==> src/rtl/alu_pkg.sv <==
// Shared encodings for the ALU sequencer: op codes, FSM states and strobe indices.
// Each strobe index is the bit position of that micro-op in the sequencer's strobe vector.
package alu_pkg;

   localparam logic [1:0] OP_ADD = 2'b00;
   localparam logic [1:0] OP_SUB = 2'b01;
   localparam logic [1:0] OP_MUL = 2'b10;
   localparam logic [1:0] OP_DIV = 2'b11;

   typedef enum logic [3:0] {
      IDLE, LD_A, LD_M, LD_Q, EXEC, CLR, TEST, ADD,
      SUB, SHR, SHL, CHK, RST, SET, OUT_A, OUT_Q
   } state_t;

   localparam int NUM_UOP  = 11;
   localparam int UOP_CLR  = 0;   // clear A and Q[-1]
   localparam int UOP_LDQ  = 1;
   localparam int UOP_LDM  = 2;
   localparam int UOP_ADD  = 3;
   localparam int UOP_SUB  = 4;
   localparam int UOP_OUTA = 5;
   localparam int UOP_OUTQ = 6;
   localparam int UOP_LDA  = 7;
   localparam int UOP_SHL  = 8;
   localparam int UOP_SETQ = 9;
   localparam int UOP_SHR  = 10;

endpackage

==> src/rtl/alu_iter_cnt.sv <==
// Iteration counter for the MUL/DIV loops: clear, increment, and a flag that is
// high in the step whose increment brings the count to W.
module alu_iter_cnt #(
   parameter int W  = 64,
   parameter int CW = $clog2(W) + 1
) (
   input  logic clk,
   input  logic rst_b,
   input  logic clr,
   input  logic inc,
   output logic tc
);

   logic [CW-1:0] cnt;
   logic [CW-1:0] cnt_nxt;

   assign cnt_nxt = cnt + CW'(1);
   assign tc      = inc && (cnt_nxt == CW'(W));

   always_ff @(posedge clk or negedge rst_b) begin
      if (!rst_b) begin
         cnt <= '0;
      end else if (clr) begin
         cnt <= '0;
      end else if (inc) begin
         cnt <= cnt_nxt;
      end
   end

endmodule

==> src/rtl/alu_ctrl_seq.sv <==
// Micro-program sequencer for the ALU: ADD/SUB single step, Booth radix-2 MUL,
// restoring DIV. Strobes are decoded from the state register and latched op only.
module alu_ctrl_seq
   import alu_pkg::*;
#(
   parameter int W  = 64,
   parameter int CW = $clog2(W) + 1
) (
   input  logic       clk,
   input  logic       rst_b,
   input  logic       start,
   input  logic [1:0] op,
   input  logic       q0,
   input  logic       q_m1,
   input  logic       a_msb,
   output logic       c0,
   output logic       c1,
   output logic       c2,
   output logic       c3,
   output logic       c4,
   output logic       c5,
   output logic       c6,
   output logic       c7,
   output logic       c8,
   output logic       c9,
   output logic       c10,
   output logic       busy,
   output logic       done,
   output state_t     dbg_state
);

   state_t             state;
   state_t             state_nxt;
   logic [1:0]         op_q;
   logic [NUM_UOP-1:0] uop;
   logic               cnt_clr;
   logic               cnt_inc;
   logic               cnt_tc;

   alu_iter_cnt #(.W(W), .CW(CW)) u_iter_cnt (
      .clk   (clk),
      .rst_b (rst_b),
      .clr   (cnt_clr),
      .inc   (cnt_inc),
      .tc    (cnt_tc)
   );

   always_ff @(posedge clk or negedge rst_b) begin
      if (!rst_b) begin
         state <= IDLE;
         op_q  <= OP_ADD;
      end else begin
         state <= state_nxt;
         if (state == IDLE && start) op_q <= op;
      end
   end

   always_comb begin
      state_nxt = state;
      uop       = '0;
      busy      = 1'b1;
      done      = 1'b0;
      cnt_clr   = 1'b0;
      cnt_inc   = 1'b0;
      case (state)
         IDLE: begin
            busy    = 1'b0;
            cnt_clr = 1'b1;
            if (start) state_nxt = (op == OP_ADD || op == OP_SUB) ? LD_A : CLR;
         end
         LD_A: begin
            uop[UOP_LDA] = 1'b1;
            state_nxt    = LD_M;
         end
         LD_M: begin
            uop[UOP_LDM] = 1'b1;
            if (op_q == OP_MUL)      state_nxt = TEST;
            else if (op_q == OP_DIV) state_nxt = SHL;
            else                     state_nxt = EXEC;
         end
         EXEC: begin
            if (op_q == OP_SUB) uop[UOP_SUB] = 1'b1;
            else                uop[UOP_ADD] = 1'b1;
            state_nxt = OUT_A;
         end
         CLR: begin
            uop[UOP_CLR] = 1'b1;
            cnt_clr      = 1'b1;
            state_nxt    = LD_Q;
         end
         LD_Q: begin
            uop[UOP_LDQ] = 1'b1;
            state_nxt    = LD_M;
         end
         // Booth decision is taken one cycle after the shift so q0/q_m1 have settled
         TEST: begin
            case ({q0, q_m1})
               2'b10:   state_nxt = SUB;
               2'b01:   state_nxt = ADD;
               default: state_nxt = SHR;
            endcase
         end
         ADD: begin
            uop[UOP_ADD] = 1'b1;
            state_nxt    = SHR;
         end
         SUB: begin
            uop[UOP_SUB] = 1'b1;
            state_nxt    = (op_q == OP_MUL) ? SHR : CHK;
         end
         SHR: begin
            uop[UOP_SHR] = 1'b1;
            cnt_inc      = 1'b1;
            state_nxt    = cnt_tc ? OUT_A : TEST;
         end
         SHL: begin
            uop[UOP_SHL] = 1'b1;
            state_nxt    = SUB;
         end
         CHK: begin
            state_nxt = a_msb ? RST : SET;
         end
         RST, SET: begin
            if (state == RST) uop[UOP_ADD]  = 1'b1;
            else              uop[UOP_SETQ] = 1'b1;
            cnt_inc   = 1'b1;
            state_nxt = cnt_tc ? OUT_Q : SHL;
         end
         // MUL emits the high word first; DIV emits the remainder last
         OUT_A: begin
            uop[UOP_OUTA] = 1'b1;
            if (op_q == OP_MUL) begin
               state_nxt = OUT_Q;
            end else begin
               done      = 1'b1;
               state_nxt = IDLE;
            end
         end
         OUT_Q: begin
            uop[UOP_OUTQ] = 1'b1;
            if (op_q == OP_DIV) begin
               state_nxt = OUT_A;
            end else begin
               done      = 1'b1;
               state_nxt = IDLE;
            end
         end
         default: state_nxt = IDLE;
      endcase
   end

   assign c0        = uop[UOP_CLR];
   assign c1        = uop[UOP_LDQ];
   assign c2        = uop[UOP_LDM];
   assign c3        = uop[UOP_ADD];
   assign c4        = uop[UOP_SUB];
   assign c5        = uop[UOP_OUTA];
   assign c6        = uop[UOP_OUTQ];
   assign c7        = uop[UOP_LDA];
   assign c8        = uop[UOP_SHL];
   assign c9        = uop[UOP_SETQ];
   assign c10       = uop[UOP_SHR];
   assign dbg_state = state;

endmodule

==> config.mk <==
export PLATFORM = sky130hd
export DESIGN_NAME = alu_ctrl_seq
export DESIGN_NICKNAME = d
export VERILOG_FILES = /design/src/rtl/alu_pkg.sv /design/src/rtl/alu_iter_cnt.sv /design/src/rtl/alu_ctrl_seq.sv
export SDC_FILE = /design/constraint.sdc
export NUM_CORES = 1
export LEC_CHECK = 0
export CAP_MARGIN = 25
export CORE_MARGIN = 4
export CORE_UTILIZATION = 52
export DETAILED_ROUTE_END_ITERATION = 6
export GPL_ROUTABILITY_DRIVEN = 0
export PLACE_DENSITY_LB_ADDON = 0.12
export SYNTH_ARGS = -nofsm -noshare
export SYNTH_HDL_FRONTEND = slang
export SYNTH_SLANG_ARGS = --single-unit
==> constraint.sdc <==
create_clock -name clk -period 2.5 [get_ports clk]
set_input_delay 0.25 -clock clk [delete_from_list [all_inputs] [get_ports clk]]
set_output_delay 0.25 -clock clk [all_outputs]
set_load 0.05 [all_outputs]
==> summary.md <==
| Metric | Value |
|---|---|
| Setup bufs post-CTS | 0 |
| Worst Path Max Fanout | 15 |
| Mapped Cells | ~130 |
| Post-synth EDFFs | 0 |
| Power density over the cells | 1300 nW/um^2 |
| Rel. slew slack | between 50% and 60% |
| Fmax achieved | 420.3 MHz |
| Distinct cell type count of the synthesized netlist | 40 |
| Height of the die | 52.53 um |
| Setup-failing EPs final | 0 |
| RSZ-0062 raised after global routing | false |
| Compound-Gate Fraction of Synth Area | 23.42% |
| Setup crit start kind | register |
| Commonest non-fill, non-tap cell in the layout | clkdlybuf4s50_1 |
| Synthesized flop and latch total | 13 |
| Root Buffer | clkbuf_4 |
| Max-Cap Viols | 0 |
| Mean Syn Cell Area | 7.752 sq um |
| Fin crit period | between 2 and 2.5 ns |
| Area of the core | around 1800 sq um |
| Antenna-violating nets left | 0 |
| Vias per inst | 5.978 |
| CTS max path bufs | 2 |
| First-pass GRT wire length | roughly 4400 um |
| Setup_tns | 0 ns |
| # resized after CTS | 0 |
| Max Slew Vio Count | 0 |
| TritonCTS Buffers | 3 |
| Aggregate global-route resource usage | 21.22% |
| Synth Area in Adders | 2.427% |
| Clk_skew | 0.005247 ns |
| VDD IR max | between 0.8 and 0.9 mV |
| Final hold slack | 0.3330 ns |
| Final Hold Viols | 0 |
| Die W | ~53 um |
| Simple-Gate Fraction of Synth Area | 33.01% |
| Global route total overflow | 0 |
| Post-synthesis mux area share | 2.184% |
| Top FF cell, synth | dfrtp_1 |
| CTS H-tree depth | 1 |
| Area Growth Syn to Fin | 27.91% |
| Share of layout cells above drive strength 1 | between 10% and 20% |
| Slowest cell on the critical path | clkdlybuf4s50_1 |
| Static leakage | around 0.53 nW |
| CP Data Arrival Time | 2.13 ns |
| Diode count | 0 |
| Final Total Pwr | 1.715 mW |
| CP required | approximately 2.3 ns |
| DR WL/cell | between 10 and 15 um |
| Final critical-path share of the clock period | 95.18% |
| Antenna violations before repair | 0 |
| DRC viols | 0 |
| I/O pin count | 25 |
| Vias in the first global route | 987 |
| Die area | 2759 sq um |
| Least-Margin Pin Slew | about 0.61 ns |
| Synthesized area | 1031 sq um |
| XOR/XNOR Fraction of Synth Area | 3.398% |
| Post-synthesis sequential area ratio | 31.55% |
| Crit Path Category | register to primary output |
| Final WL | 2527 um |
| Largest family of logic cells by synthesized area | simple AND/OR/NAND/NOR gates |
| Worst min-delay path category | primary input to asynchronous set/reset pin |
| Synth Warn # | 0 |
| Initial core utilization | 57.22% |
| Via count | 1,076 |
| Slowest Stage Delay on Critical Path | 0.80 ns |
| Commonest non-fill, non-tap cells in the layout | 22 x clkdlybuf4s50_1, 15 x nand2_1, 13 x nor2_1, 13 x o21ai_0, 10 x dfrtp_1 |
| DP HPWL | 1891 um |
| Asr flop ratio synth | 100.0% |
| Status | completed |
| Final nets | 166 |
| Top delay family on crit path | buffers and inverters |
| Largest net degree at the start of global routing | 19 |
| CTS tree | built |
| Initial DRC Count | 25 |
| Clock latency on the worst-skew pair | about 0.29 ns |
| WP buf/inv | 3 |
| # clock sinks | 13 |
| Hold-fix buffers at CTS | 0 |
| Worst Setup End Kind | primary output |
| Critical path, cell by cell | buf_4 -> nor3_2 -> inv_1 -> clkdlybuf4s50_1 |
| Fillers | about 140 |
| Clock transition at the registers of the reported paths | 0.09 ns |
| DRT Pass-1 Iters | 4 |
| PortBufs | 24 |
| Site row count | 15 |
| Mapped Nets | 143 |
sequential cells by signal, indices dropped and copies added, names as in the netlist:
register	flops
u_iter_cnt.cnt	7
dbg_state	4
op_q	2
per-stage QoR:
stage                     worst slack, ns  std cells  cell area (sq um)  util [%]
final                              0.1205        180               1319     73.19
after global routing              0.01420        180               1319     73.19
after CTS                         0.06896        180               1315     72.99
after detailed placement           0.3953        176               1287     71.46
after global placement             0.4397        176               1287     71.46
after floorplan                   0.06408        133               1031         -
area by class of cell:
type	count	area, sq um	area share, %
multi-input cells	111	664.4	50.38
flip-flops and latches	13	329.1	24.95
repair buffers	26	262.8	19.92
well taps	25	31.28	2.372
clock buffers	3	22.52	1.708
clock inverters	1	5.005	0.3795
inverters	1	3.754	0.2846
Yosys cell counts, types with 2 or more instances:
cell type   n  area share [%]
and2_1      3             1.8
a21oi_1     9             4.4
and3_1      2             1.2
nand2b_1    9             5.5
mux2_2      2             2.2
o21ai_0    13             6.3
a21o_1      2             1.5
nor2_1     13             4.7
nand3_1     6             2.9
nor3b_1     2             1.5
o31ai_1     3             2.2
xnor2_1     2             1.7
buf_2       5             2.4
nand2_1    15             5.5
dfrtp_1    13              32
nor3_1      6             2.9
a31oi_1     2             1.2
ha_1        2             2.4
xor2_1      2             1.7
o22ai_1     2             1.2
logic make-up after synthesis:
group	count (synthesis)
DFF	13
buffers and inverters	9
and+or+nand+nor	64
xor gates and xnor gates	4
muxes	2
adders and majority gates	2
AOI/OAI and AO/OA	39
worst register-to-register path: cells and delay by family, from the launching register on:
| family | cells | cell delay [ns] |
|---|---|---|
| adder cells (fa/ha/maj) | 1 | 0.28 |
| flip-flops | 1 | 0.44 |
| AND/OR/NAND/NOR | 3 | 0.60 |
| AO/OA/AOI/OAI | 1 | 0.17 |
| XOR/XNOR | 1 | 0.16 |
power breakdown:
| group | internal, mW | switching, mW |
|---|---|---|
| Clock | 0.0596 | 0.0813 |
| Combinational | 0.432 | 0.669 |
| Sequential | 0.280 | 0.193 |
worst paths after layout:
check	startpoint	end	slack (ns)	depth (start not counted)
max reg2reg	u_iter_cnt.cnt[0]$_DFFE_PN0P_	dbg_state[0]$_DFFE_PN0P_	0.78	6
max	dbg_state[2]$_DFFE_PN0P_	busy	0.12	4
min reg2reg	u_iter_cnt.cnt[3]$_DFFE_PN0P_	u_iter_cnt.cnt[3]$_DFFE_PN0P_	0.55	1
min	rst_b	u_iter_cnt.cnt[4]$_DFFE_PN0P_	0.33	1
max in group asynchronous	rst_b	dbg_state[0]$_DFFE_PN0P_	1.73	1
min in group clk	u_iter_cnt.cnt[3]$_DFFE_PN0P_	u_iter_cnt.cnt[3]$_DFFE_PN0P_	0.55	1
metal layers:
layer  track usage, %  up-vias  share of wire (%)
li1                 -      526                  -
met1            27.92      501                 47
met2            34.09       44                 45
met3            4.558        5                7.3
met4            7.234        0                1.3
met5                0        -                  0
No activity file was read; power rests on OpenSTA's default activity.
